<file path="src/rtl/best_price_scan_pkg.sv">
// ============================================================================
// Module   : best_price_scan_pkg
// Brief    : Order word layout, slot encodings, book sides and scan states
//            shared by the book writer and the best-price reader.
// Revision : 1.0 - initial release
// ============================================================================
`default_nettype none

package best_price_scan_pkg;

   localparam int ORDER_W   = 48;
   localparam int FIELD_W   = 16;
   localparam int ID_LSB    = 32;
   localparam int SIZE_LSB  = 16;
   localparam int LIMIT_LSB = 0;

   localparam logic [ORDER_W-1:0] SLOT_EMPTY   = 48'h0000_0000_0000;
   localparam logic [ORDER_W-1:0] SLOT_DELETED = 48'hFFFF_FFFF_FFFF;

   localparam logic SIDE_BUY  = 1'b0;
   localparam logic SIDE_SELL = 1'b1;

   typedef enum logic [1:0] {
      ST_IDLE  = 2'd0,
      ST_READ  = 2'd1,
      ST_CHECK = 2'd2,
      ST_DONE  = 2'd3
   } state_t;

endpackage

`default_nettype wire

</file>
<file path="src/rtl/best_price_scan_if.sv">
// ============================================================================
// Module   : best_price_scan_if
// Brief    : Request, RAM read port and result bundle of the best-price
//            scanner. live_count exists only when SCAN_COUNT_EN is defined.
// Revision : 1.0 - initial release
// ============================================================================
`default_nettype none

interface best_price_scan_if #(
   parameter int ADDR_W = 12
);
   import best_price_scan_pkg::*;

   logic                start;
   logic                side;
   logic [ADDR_W-1:0]   rd_addr;
   logic [ORDER_W-1:0]  rd_data;
   logic                found;
   logic [FIELD_W-1:0]  best_id;
   logic [FIELD_W-1:0]  best_size;
   logic [FIELD_W-1:0]  best_limit;
   logic [ADDR_W-1:0]   best_index;
   logic                done;
`ifdef SCAN_COUNT_EN
   logic [ADDR_W:0]     live_count;
`endif

   modport slave (
      input  start, side, rd_data,
      output rd_addr, found, best_id, best_size, best_limit, best_index, done
`ifdef SCAN_COUNT_EN
      , output live_count
`endif
   );

   modport master (
      output start, side, rd_data,
      input  rd_addr, found, best_id, best_size, best_limit, best_index, done
`ifdef SCAN_COUNT_EN
      , input live_count
`endif
   );

endinterface

`default_nettype wire

</file>
<file path="src/rtl/best_price_scan_order_slot_decode.sv">
// ============================================================================
// Module   : order_slot_decode
// Brief    : Splits a 48-bit order word into id/size/limit and flags whether
//            the slot holds a live order (neither empty nor deleted).
// Revision : 1.0 - initial release
// ============================================================================
`default_nettype none

module order_slot_decode
   import best_price_scan_pkg::*;
(
   input  wire logic [ORDER_W-1:0] i_word,
   output logic                    o_live,
   output logic [FIELD_W-1:0]      o_id,
   output logic [FIELD_W-1:0]      o_size,
   output logic [FIELD_W-1:0]      o_limit
);

   assign o_live  = (i_word != SLOT_EMPTY) && (i_word != SLOT_DELETED);
   assign o_id    = i_word[ID_LSB    +: FIELD_W];
   assign o_size  = i_word[SIZE_LSB  +: FIELD_W];
   assign o_limit = i_word[LIMIT_LSB +: FIELD_W];

endmodule

`default_nettype wire

</file>
<file path="src/rtl/best_price_scan.sv">
// ============================================================================
// Module   : best_price_scan
// Brief    : Scans one side of the order book and returns the top-of-book
//            entry (highest buy limit / lowest sell limit, lowest index wins
//            ties). Define SCAN_COUNT_EN to add the live_count output.
// Revision : 1.0 - initial release
// ============================================================================
`default_nettype none

module best_price_scan
   import best_price_scan_pkg::*;
#(
   parameter int BOOK_SIZE = 10,
   parameter int ADDR_W    = 12
)(
   input  wire logic          clk,
   input  wire logic          rst,
   best_price_scan_if.slave   bus
);

   localparam logic [ADDR_W-1:0] c_LAST_ADDR = ADDR_W'(BOOK_SIZE - 1);

   state_t              r_state;
   logic                r_side;
   logic [ADDR_W-1:0]   r_rd_addr;
   logic                r_found;
   logic [FIELD_W-1:0]  r_best_id;
   logic [FIELD_W-1:0]  r_best_size;
   logic [FIELD_W-1:0]  r_best_limit;
   logic [ADDR_W-1:0]   r_best_index;
   logic                r_done;
   logic [ADDR_W:0]     r_live_count;

   logic                w_live;
   logic [FIELD_W-1:0]  w_id;
   logic [FIELD_W-1:0]  w_size;
   logic [FIELD_W-1:0]  w_limit;
   logic                w_replace;

   order_slot_decode u_decode (
      .i_word  (bus.rd_data),
      .o_live  (w_live),
      .o_id    (w_id),
      .o_size  (w_size),
      .o_limit (w_limit)
   );

   // Strict compares: an equal limit never displaces the earlier slot.
   assign w_replace = w_live && (!r_found
                      || ((r_side == SIDE_BUY)  && (w_limit > r_best_limit))
                      || ((r_side == SIDE_SELL) && (w_limit < r_best_limit)));

   always_ff @(posedge clk) begin
      if (rst) begin
         r_state      <= ST_IDLE;
         r_side       <= SIDE_BUY;
         r_rd_addr    <= '0;
         r_found      <= 1'b0;
         r_best_id    <= '0;
         r_best_size  <= '0;
         r_best_limit <= '0;
         r_best_index <= '0;
         r_done       <= 1'b0;
         r_live_count <= '0;
      end else begin
         case (r_state)
            ST_IDLE: begin
               if (bus.start) begin
                  r_side       <= bus.side;
                  r_rd_addr    <= '0;
                  r_found      <= 1'b0;
                  r_best_id    <= '0;
                  r_best_size  <= '0;
                  r_best_limit <= '0;
                  r_best_index <= '0;
                  r_live_count <= '0;
                  r_state      <= ST_READ;
               end
            end
            ST_READ: begin
               r_state <= ST_CHECK;
            end
            ST_CHECK: begin
               if (w_replace) begin
                  r_found      <= 1'b1;
                  r_best_id    <= w_id;
                  r_best_size  <= w_size;
                  r_best_limit <= w_limit;
                  r_best_index <= r_rd_addr;
               end
               if (w_live) begin
                  r_live_count <= r_live_count + 1'b1;
               end
               if (r_rd_addr == c_LAST_ADDR) begin
                  r_done  <= 1'b1;
                  r_state <= ST_DONE;
               end else begin
                  r_rd_addr <= r_rd_addr + 1'b1;
                  r_state   <= ST_READ;
               end
            end
            ST_DONE: begin
               if (!bus.start) begin
                  r_done  <= 1'b0;
                  r_state <= ST_IDLE;
               end
            end
            default: r_state <= ST_IDLE;
         endcase
      end
   end

   assign bus.rd_addr    = r_rd_addr;
   assign bus.found      = r_found;
   assign bus.best_id    = r_best_id;
   assign bus.best_size  = r_best_size;
   assign bus.best_limit = r_best_limit;
   assign bus.best_index = r_best_index;
   assign bus.done       = r_done;

`ifdef SCAN_COUNT_EN
   assign bus.live_count = r_live_count;
`else
   logic w_unused_count;
   assign w_unused_count = ^r_live_count;
`endif

endmodule

`default_nettype wire

</file>
<file path="src/flat_wrapper.sv">
// flat-port wrapper written by rule: the top's interface ports become plain ports
module best_price_scan_flat import best_price_scan_pkg::*;
#(
   parameter int BOOK_SIZE = 10,
   parameter int ADDR_W    = 12
)
  (clk, rst, bus_start, bus_side, bus_rd_data, bus_rd_addr, bus_found, bus_best_id, bus_best_size, bus_best_limit, bus_best_index, bus_done);
  best_price_scan_if #(.ADDR_W(ADDR_W)) bus_i ();
  input  wire logic clk;
  input  wire logic rst;
  input wire logic [$bits(bus_i.start)-1:0] bus_start;
  input wire logic [$bits(bus_i.side)-1:0] bus_side;
  input wire logic [$bits(bus_i.rd_data)-1:0] bus_rd_data;
  output wire logic [$bits(bus_i.rd_addr)-1:0] bus_rd_addr;
  output wire logic [$bits(bus_i.found)-1:0] bus_found;
  output wire logic [$bits(bus_i.best_id)-1:0] bus_best_id;
  output wire logic [$bits(bus_i.best_size)-1:0] bus_best_size;
  output wire logic [$bits(bus_i.best_limit)-1:0] bus_best_limit;
  output wire logic [$bits(bus_i.best_index)-1:0] bus_best_index;
  output wire logic [$bits(bus_i.done)-1:0] bus_done;
  assign bus_i.start = bus_start;
  assign bus_i.side = bus_side;
  assign bus_i.rd_data = bus_rd_data;
  assign bus_rd_addr = bus_i.rd_addr;
  assign bus_found = bus_i.found;
  assign bus_best_id = bus_i.best_id;
  assign bus_best_size = bus_i.best_size;
  assign bus_best_limit = bus_i.best_limit;
  assign bus_best_index = bus_i.best_index;
  assign bus_done = bus_i.done;
  best_price_scan #(.BOOK_SIZE(BOOK_SIZE), .ADDR_W(ADDR_W)) u_core (.clk(clk), .rst(rst), .bus(bus_i));
endmodule
</file>
<file path="config.mk">
export PLATFORM = sky130hd
export DESIGN_NAME = best_price_scan_flat
export DESIGN_NICKNAME = d
export VERILOG_FILES = /design/src/rtl/best_price_scan_pkg.sv /design/src/rtl/best_price_scan_if.sv /design/src/rtl/best_price_scan_order_slot_decode.sv /design/src/rtl/best_price_scan.sv /design/src/flat_wrapper.sv
export SDC_FILE = /design/constraint.sdc
export NUM_CORES = 1
export LEC_CHECK = 0
export CAP_MARGIN = 10
export CORE_MARGIN = 5
export CORE_UTILIZATION = 30
export CTS_BUF_LIST = sky130_fd_sc_hd__clkbuf_2
export DETAILED_ROUTE_END_ITERATION = 7
export PLACE_DENSITY = 0.59
export SLEW_MARGIN = 20
export SYNTH_ARGS = -nofsm -noshare
export SYNTH_HDL_FRONTEND = slang
export SYNTH_HIERARCHICAL = 1
export SYNTH_SLANG_ARGS = --single-unit
export TNS_END_PERCENT = 1
</file>
<file path="constraint.sdc">
create_clock -name clk -period 2.85 [get_ports clk]
set_clock_uncertainty 0.2 [all_clocks]
set_input_delay 0.57 -clock clk [delete_from_list [all_inputs] [get_ports clk]]
set_output_delay 0.57 -clock clk [all_outputs]
set_load 0.03 [all_outputs]
</file>
* Word-level counts from Yosys, hierarchy flattened
Index checks and enable logic that the tools add are counted.
W data, S select, Z words.
** Storage, ports and cells
- Output and inout bits :: 74
- Word-level logic and storage cells :: 61
- Bits of input ports :: 52
- Bits in registers :: 77
** Operators by class
- Add/sub/neg operators :: 1
- Multiplexer cells :: 22
- Bitwise gates (word level) :: 1
- $lt $le $gt $ge :: 2
- Equal/unequal tests :: 10
- Reduce and logical (&&, ||, !) cells :: 16
** Operator list (number)
- $pmux W16 S2 :: 3
- $mux W16 :: 4
- $ne A48 B48 Y1 const B :: 1
- $pmux W12 S2 :: 2
- $reduce_bool A48 Y1 :: 1
- $mux W12 :: 3
- $gt A16 B16 Y1 :: 1
- $lt A16 B16 Y1 :: 1
- $add A12 B1 Y12 const B :: 1
- $eq A12 B4 Y1 const B :: 1
- $reduce_and A3 Y1 :: 3
- $pmux W2 S4 :: 1
- $mux W2 :: 3
- $ne A2 B2 Y1 const B :: 3
- $eq A2 B2 Y1 const B :: 2
- $logic_and A1 B1 Y1 :: 4
- $mux W1 :: 4
- $ne A2 B1 Y1 const B :: 2
- $pmux W1 S2 :: 2
- $reduce_and A2 Y1 :: 2
- $reduce_bool A2 Y1 :: 2
- $eq A2 B1 Y1 const B :: 1
- $logic_not A2 Y1 :: 1
- $logic_or A1 B1 Y1 :: 2
- other kinds (2) :: 2

* Depth between registers and ports, before layout
Gate-level depths: netlist of run 1.
- Word-level depth :: 7
- Gate-level depth with buffers :: 11
- Depth with buffers taken out :: 8

* By module
The synthesis of run 1 kept the hierarchy.
** By module, submodules not included
- best_price_scan :: area an instance 3822.4 um^2, seq. area each 1541.5 um^2, cells each 412, times used 1
- order_slot_decode :: area an instance 565.5 um^2, seq. area each 0.0 um^2, cells each 80, times used 1

* Worst setup path after synthesis of run 1
Ideal clock, no wire load.
- Kind :: input to register
- Start :: input port bus_rd_data[15]
- End :: register u_core.r_best_limit[0] (netlist: u_core/bus.best_limit[0])
- Required time :: 2.578 ns
- Slack :: 0.291 ns
- Stages :: 9
- Arrival time :: 2.288 ns
- Path buffers :: 3
- Setup time :: 0.072 ns
- Cells stage by stage :: buf_4 > ha_1 > nand4_2 > a2111o_1 > a31oi_1 > nand4bb_2 > buf_6 > buf_12 > mux2i_1
** On the way
- Word-level cells in the longest chain between the ends :: 7
- Elaborated cells between the ends (all ways) :: 12
- Those cells by class :: order compare (2); eq/ne (2); reduce/logical (8)
** RTL lines
- from (decl) :: RTL line flat_wrapper.sv:13 : input wire logic [$bits(bus_i.rd_data)-1:0] bus_rd_data;
- $gt A16 B16 Y1 :: RTL line best_price_scan.sv:50 : || ((r_side == SIDE_BUY) && (w_limit > r_best_limit))
- $logic_and A1 B1 Y1 :: RTL line best_price_scan.sv:50
- $logic_or A1 B1 Y1 :: RTL line best_price_scan.sv:50
- $logic_or A1 B1 Y1 :: RTL line best_price_scan.sv:51 : || ((r_side == SIDE_SELL) && (w_limit < r_best_limit)));
- $logic_and A1 B1 Y1 * :: RTL line best_price_scan.sv:49 : assign w_replace = w_live && (!r_found
- $ne A2 B1 Y1 (no line) *
- $reduce_and A3 Y1 (no line) *
- to (signal assigned) :: RTL line best_price_scan.sv:88 : r_best_limit <= w_limit;
- to (decl) :: RTL line best_price_scan.sv:29 : logic [FIELD_W-1:0] r_best_limit;
Every way passes the cells marked *; elsewhere a longest branch is shown, timed or not.
A chain may end at the register's enable or synchronous reset.

* Worst setup path in the final report of run 1
- Start :: register u_core.r_rd_addr[2] (netlist: u_core/bus.rd_addr[2])
- End :: output port bus_rd_addr[2]
** RTL lines
- from (decl) :: RTL line best_price_scan.sv:25 : logic [ADDR_W-1:0] r_rd_addr;
- from (signal assigned) :: RTL line best_price_scan.sv:98 : r_rd_addr <= r_rd_addr + 1'b1;
- to (decl) :: RTL line flat_wrapper.sv:14 : output wire logic [$bits(bus_i.rd_addr)-1:0] bus_rd_addr;
No word-level cell between the ends.

==> metrics.txt, run 1 <==
status=completed; Worst Hold Class=input pin to register; Synth Net Count=562; synth-to-layout area growth=31.8%; vias in the first global route=3,696; Worst setup EP type=primary output; final core utilization=40.1%; Routed Wire Length=12.1 mm; Setup violations, final=0; Reg clk slew, reported paths=0.23 ns; WL/cell=15.5 µm; CP Buf/Inv Count=1; GRT busiest layer=met2; Post-CTS Repair Setup Buffers=0; Seq/Total Area, Yosys=35.1%; GPL Wtd Cong=0.842; Max Cap Viol=0; FF+latch count, synth=77; met1 Track Usage GR=17.6%; Antenna Cells=0; die footprint=17,100 µm²; clk sinks=77; leakage power=2.41 nW; worst path cell trace=clkdlybuf4s50_1; Initial Util=30.4%; cell count after synthesis=492; Final nets=663; Max-slew headroom=61.9%; RSZ-0062 raised after global routing=no; Resized cells post-CTS=0; first-pass GRT wire length=18.8 mm; layout cell share with drive strength beyond 1=10.2%; Req. time, crit path=2.08 ns; WS Path Type=register to primary output; CTS Buffer Depth=2; Slew Viols, Final=0; pwr dens=396 nW/µm²; most frequent cells in the layout=clkdlybuf4s50_1 (124), dfxtp_1 (77), nand2_1 (68); slowest stage delay, CP=0.75 ns; drc violations=0; reg-to-reg slack, setup=0.20 ns; Max Clk Rate=377 MHz; port bufs=125; Critical Path Fanout Max=9; via count=3,652; syn avg cell area=8.92 µm²; WP data arrival=1.88 ns; M2 GR Usage=23.3%; TritonCTS clock tree=done; Cell variety after synth=39; largest net degree at the start of global routing=69; num ports=126; vias per inst=4.67; Synth Cell Area=4390 µm²; core region area=14,400 µm²; dpl hpwl=9.22 mm; global routing usage on met3=3.58%; GRT Total Usage=14.1%; Post-synth EDFFs=0; Most used DFF post-synth=dfxtp_1; Root Buffer=clkbuf_2; PnR worst setup slack=0.195 ns; H-tree depth=3; CTS buffer count=9; async set-reset flop share out of synthesis=0%; Slowest cell on crit path=clkdlybuf4s50_1; die height=131 µm; Tcrit/Tclk final=93.1%; Worst-Skew Late Latency=0.55 ns; CP startpoint kind=register; Place WS=-0.318 ns; Die X=131 µm; Worst-Margin Slew=0.571 ns; initial antenna violation count=0; VDD IR max=171 µV; commonest non-fill, non-tap cell in the layout=clkdlybuf4s50_1; global route overflow=0; Yosys Warn Count=6; ANT nets after route=0; Fin. Hold Viols=0; # hold bufs at CTS=0; row count=44; Pre-antenna DRT Iters=4; Initial DRC Count=167; min cycle time layout=2.65 ns; CP delay by family, top=buffers and inverters
-- path summary, 6_finish.rpt --
kind                                              start                                     to  cells past startpoint
setup / recovery     u_core/bus.rd_addr[2]$_SDFFE_PP0P_                         bus_rd_addr[2]                      1
hold / removal                                      rst  u_core/bus.best_index[9]$_SDFFE_PP0P_                      4
hold reg to reg      u_core/bus.best_id[2]$_SDFFE_PP0P_     u_core/bus.best_id[2]$_SDFFE_PP0P_                      2
setup reg to reg  u_core/bus.best_limit[1]$_SDFFE_PP0P_  u_core/bus.best_index[8]$_SDFFE_PP0P_                      9
-- power breakdown --
group | leakage [nW] | internal, mW | total [mW] | switching [mW]
clock | 0.0936 | 0.381 | 0.775 | 0.393
combinational | 1.70 | 0.200 | 0.400 | 0.200
sequential | 0.623 | 1.10 | 1.12 | 0.0160
-- sequential cells by signal, summed over array words and instances, names as in the netlist --
name / count
u_core/bus.best_id: 16
u_core/bus.best_limit: 16
u_core/bus.best_size: 16
u_core/bus.best_index: 12
u_core/bus.rd_addr: 12
u_core/r_state: 2
u_core/bus.done: 1
u_core/bus.found: 1
u_core/r_side: 1
-- layer usage --
metal / share of wire [%] / up-vias / routed length (µm)
met5: 0 / - / 0
met4: 1.9 / 0 / 231
met3: 6.5 / 19 / 781
met2: 48 / 106 / 5790
met1: 44 / 1708 / 5300
li1: - / 1819 / -
-- metrics by stage --
stage / TNS (ns) / hold slack (ns) / instances / instance area (µm²) / total power, mW
2_1_floorplan: 0 / 0.278 / 492 / 4390 / 1.39
3_3_place_gp: -9.82 / 0.245 / 766 / 5630 / 1.53
3_5_place_dp: -16.31 / 0.252 / 766 / 5630 / 1.54
4_1_cts: 0 / 0.108 / 782 / 5780 / 2.33
5_1_grt: 0 / 0.134 / 782 / 5780 / 2.41
6_report: 0 / 0.178 / 782 / 5780 / 2.29
-- Yosys cell counts, drive strengths merged, types with 3 or more instances --
library cell | count | area (µm²)
buf | 58 | 512
nand2 | 68 | 255
nand3 | 4 | 20.0
clkbuf | 13 | 48.8
nand4 | 23 | 150
mux2i | 62 | 621
nor2 | 25 | 93.8
xnor2 | 3 | 26.3
xor2 | 7 | 61.3
o21ai | 5 | 25.0
nand2b | 61 | 382
inv | 19 | 71.3
dfxtp | 77 | 1540
nor4 | 17 | 119
a21oi | 10 | 50.1
ha | 18 | 225
and3 | 3 | 18.8
-- area by class of cell --
type	instances	area, µm²
fill	1441	8640
multi-input combinational	325	2230
timing repair buffer	161	1550
sequential	77	1540
tap	184	230
clock inverter	5	98.8
inverter	19	71.3
clock buffer	11	55.1
-- cells by family after synthesis --
logic type               share of synthesized area [%]
XOR/XNOR                                          2.00
buffers and inverters                             14.4
AND/OR/NAND/NOR                                   25.5
AO/OA/AOI/OAI                                     3.71
adder cells (fa/ha/maj)                           5.13
multiplexers                                      14.1
flip-flops                                        35.1
(Power assumes the default switching activity.)
==> inputs of run 2 (changes only) <==
--- a/config.mk
+++ b/config.mk
@@ -5,12 +5,12 @@
 export SDC_FILE = /design/constraint.sdc
 export NUM_CORES = 1
 export LEC_CHECK = 0
-export CAP_MARGIN = 10
+export ABC_AREA = 1
 export CORE_MARGIN = 5
 export CORE_UTILIZATION = 30
 export CTS_BUF_LIST = sky130_fd_sc_hd__clkbuf_2
 export DETAILED_ROUTE_END_ITERATION = 7
-export PLACE_DENSITY = 0.59
+export PLACE_DENSITY = 0.58
 export SLEW_MARGIN = 20
 export SYNTH_ARGS = -nofsm -noshare
 export SYNTH_HDL_FRONTEND = slang
==> metrics.txt, run 2 <==
Initial DRC Count=178; Root Buffer=clkbuf_2; num ports=126; Worst Hold Class=register to register; status=completed; clk sinks=77; Cell variety after synth=34; Worst Setup SP=u_core/bus.rd_addr[8]$_SDFFE_PP0P_; Setup violations, final=0; Final Power=2.08 mW; Critical Path Fanout Max=7; FF+latch count, synth=77; Slowest cell on crit path=clkdlybuf4s50_1; CP startpoint kind=register; pwr dens=335 nW/µm²; VDD IR max=122 µV; vias per inst=4.52; layout cell share with drive strength beyond 1=17.6%; # hold bufs at CTS=0; Synth Net Count=720; leakage power=2.39 nW; Antenna Cells=0; Tcrit/Tclk final=89.3%; Post-synth EDFFs=0; Finished Cell Area=6200 µm²; via count=4,325; Routed Wire Length=13.4 mm; row count=46; Slew Viols, Final=0; Worst setup EP type=primary output; final core utilization=38.9%; first-pass GRT wire length=20.9 mm; async set-reset flop share out of synthesis=0%; WL/cell=14.0 µm; CTS Buffer Depth=2; ANT nets after route=0; RR Startpoint=u_core/bus.best_limit[15]$_SDFFE_PP0P_; CP delay by family, top=buffers and inverters; CP Buf/Inv Count=1; Seq/Total Area, Yosys=31.5%; commonest non-fill, non-tap cell in the layout=nand2_1; synth-to-layout area growth=27.0%; Post-CTS Repair Setup Buffers=0; cell count after synthesis=650; top-count cell post-synth=nand2_1; reg-to-reg slack, setup=0.59 ns; vias in the first global route=4,099; Reg clk slew, reported paths=0.22 ns; Max-slew headroom=58.4%; Most used DFF post-synth=dfxtp_1; worst path cell trace=clkdlybuf4s50_1; port bufs=125; Filler cells=1,704; most frequent cells in the layout=nand2_1 (129), clkdlybuf4s50_1 (125), nor2_1 (81); GRT Total Usage=14.2%; initial antenna violation count=0; dpl hpwl=10.3 mm; WP data arrival=1.78 ns; syn avg cell area=7.52 µm²; dpl cell area=6130 µm²; GPL Wtd Cong=0.812; Final nets=806; WS Path Type=register to primary output; Worst-Margin Slew=0.625 ns; most frequent cells after synthesis=nand2_1 (129), nor2_1 (81), dfxtp_1 (77), nand4_1 (68), nand3_2 (60); RSZ-0062 raised after global routing=no; H-tree depth=3; global route overflow=0; Fin. Hold Viols=0; Resized cells post-CTS=0; Yosys top cell by area=dfxtp_1; Synth Cell Area=4890 µm²; TritonCTS clock tree=done; core region area=15,900 µm²; drc violations=0; Worst-Skew Late Latency=0.53 ns; slowest stage delay, CP=0.73 ns; Hold Crit Start=u_core/bus.best_index[6]$_SDFFE_PP0P_; die height=138 µm; Pre-antenna DRT Iters=5; Req. time, crit path=2.08 ns; Max Cap Viol=0; Die X=138 µm; ranking of synthesized cells by area=dfxtp_1 (32%), nand3_2 (12%), nand2_1 (9.9%); Yosys Warn Count=6; Max Clk Rate=393 MHz; CTS buffer count=9; min cycle time layout=2.55 ns; Synth top area share=31.5%; largest net degree at the start of global routing=38; Initial Util=30.7%; die footprint=18,900 µm²
-- run 2: cell families (layout without fill, tap and decap cells) --
| logic type | Yosys count | in the layout | synth area share [%] |
|---|---|---|---|
| compound gates | 32 | 32 | 3.43 |
| buf+inv | 144 | 234 | 17.6 |
| simple gates | 378 | 378 | 42.7 |
| xor+xnor | 1 | 1 | 0.179 |
| fa+ha+maj | 18 | 18 | 4.61 |
| flops | 77 | 77 | 31.5 |
-- run 2: worst paths after layout --
check                                                              to  depth (start not counted)
worst max-delay path                                   bus_rd_addr[8]                          1
worst min-delay path            u_core/bus.best_index[6]$_SDFFE_PP0P_                          2
worst max register to register  u_core/bus.best_limit[6]$_SDFFE_PP0P_                         12
worst min register to register  u_core/bus.best_index[6]$_SDFFE_PP0P_                          2
-- run 2: worst min-delay path, stage by stage (launching register included) --
cell,delay (ns)
dfxtp_1,0.37
nand3_2,0.06
nand2_1,0.04
-- run 2: stage by stage --
| step | worst slack (ns) | setup TNS [ns] | hold WS [ns] | std cells |
|---|---|---|---|---|
| floorplan | 0.588 | 0 | 0.269 | 650 |
| global placement | 0.0244 | 0 | 0.245 | 941 |
| detailed placement | -0.0101 | -0.0375 | 0.252 | 941 |
| CTS | 0.205 | 0 | 0.276 | 956 |
| global route | 0.173 | 0 | 0.294 | 956 |
| finish | 0.305 | 0 | 0.271 | 956 |
-- run 2: final cells by class --
cell class / instances / area, µm² / area share (%)
repair buffers: 157 / 1590 / 25.7
multi-input cells: 429 / 2490 / 40.2
clock buffers: 9 / 45.0 / 0.726
flip-flops and latches: 77 / 1540 / 24.8
well taps: 216 / 270 / 4.36
clock inverters: 6 / 31.3 / 0.504
inverters: 62 / 233 / 3.75
-- run 2: per-layer routing --
metal | track usage, % | vias up | wire length (µm)
met3 | 4.13 | 12 | 1020
met1 | 18.6 | 1915 | 5940
met2 | 22.3 | 122 | 6230
met4 | 4.77 | 0 | 167
met5 | 0 | - | 0
li1 | - | 2276 | -
-- run 2: where the power goes --
part | internal (mW) | switching [mW]
sequential | 1.10 | 0.0226
clock | 0.101 | 0.388
combinational | 0.195 | 0.266
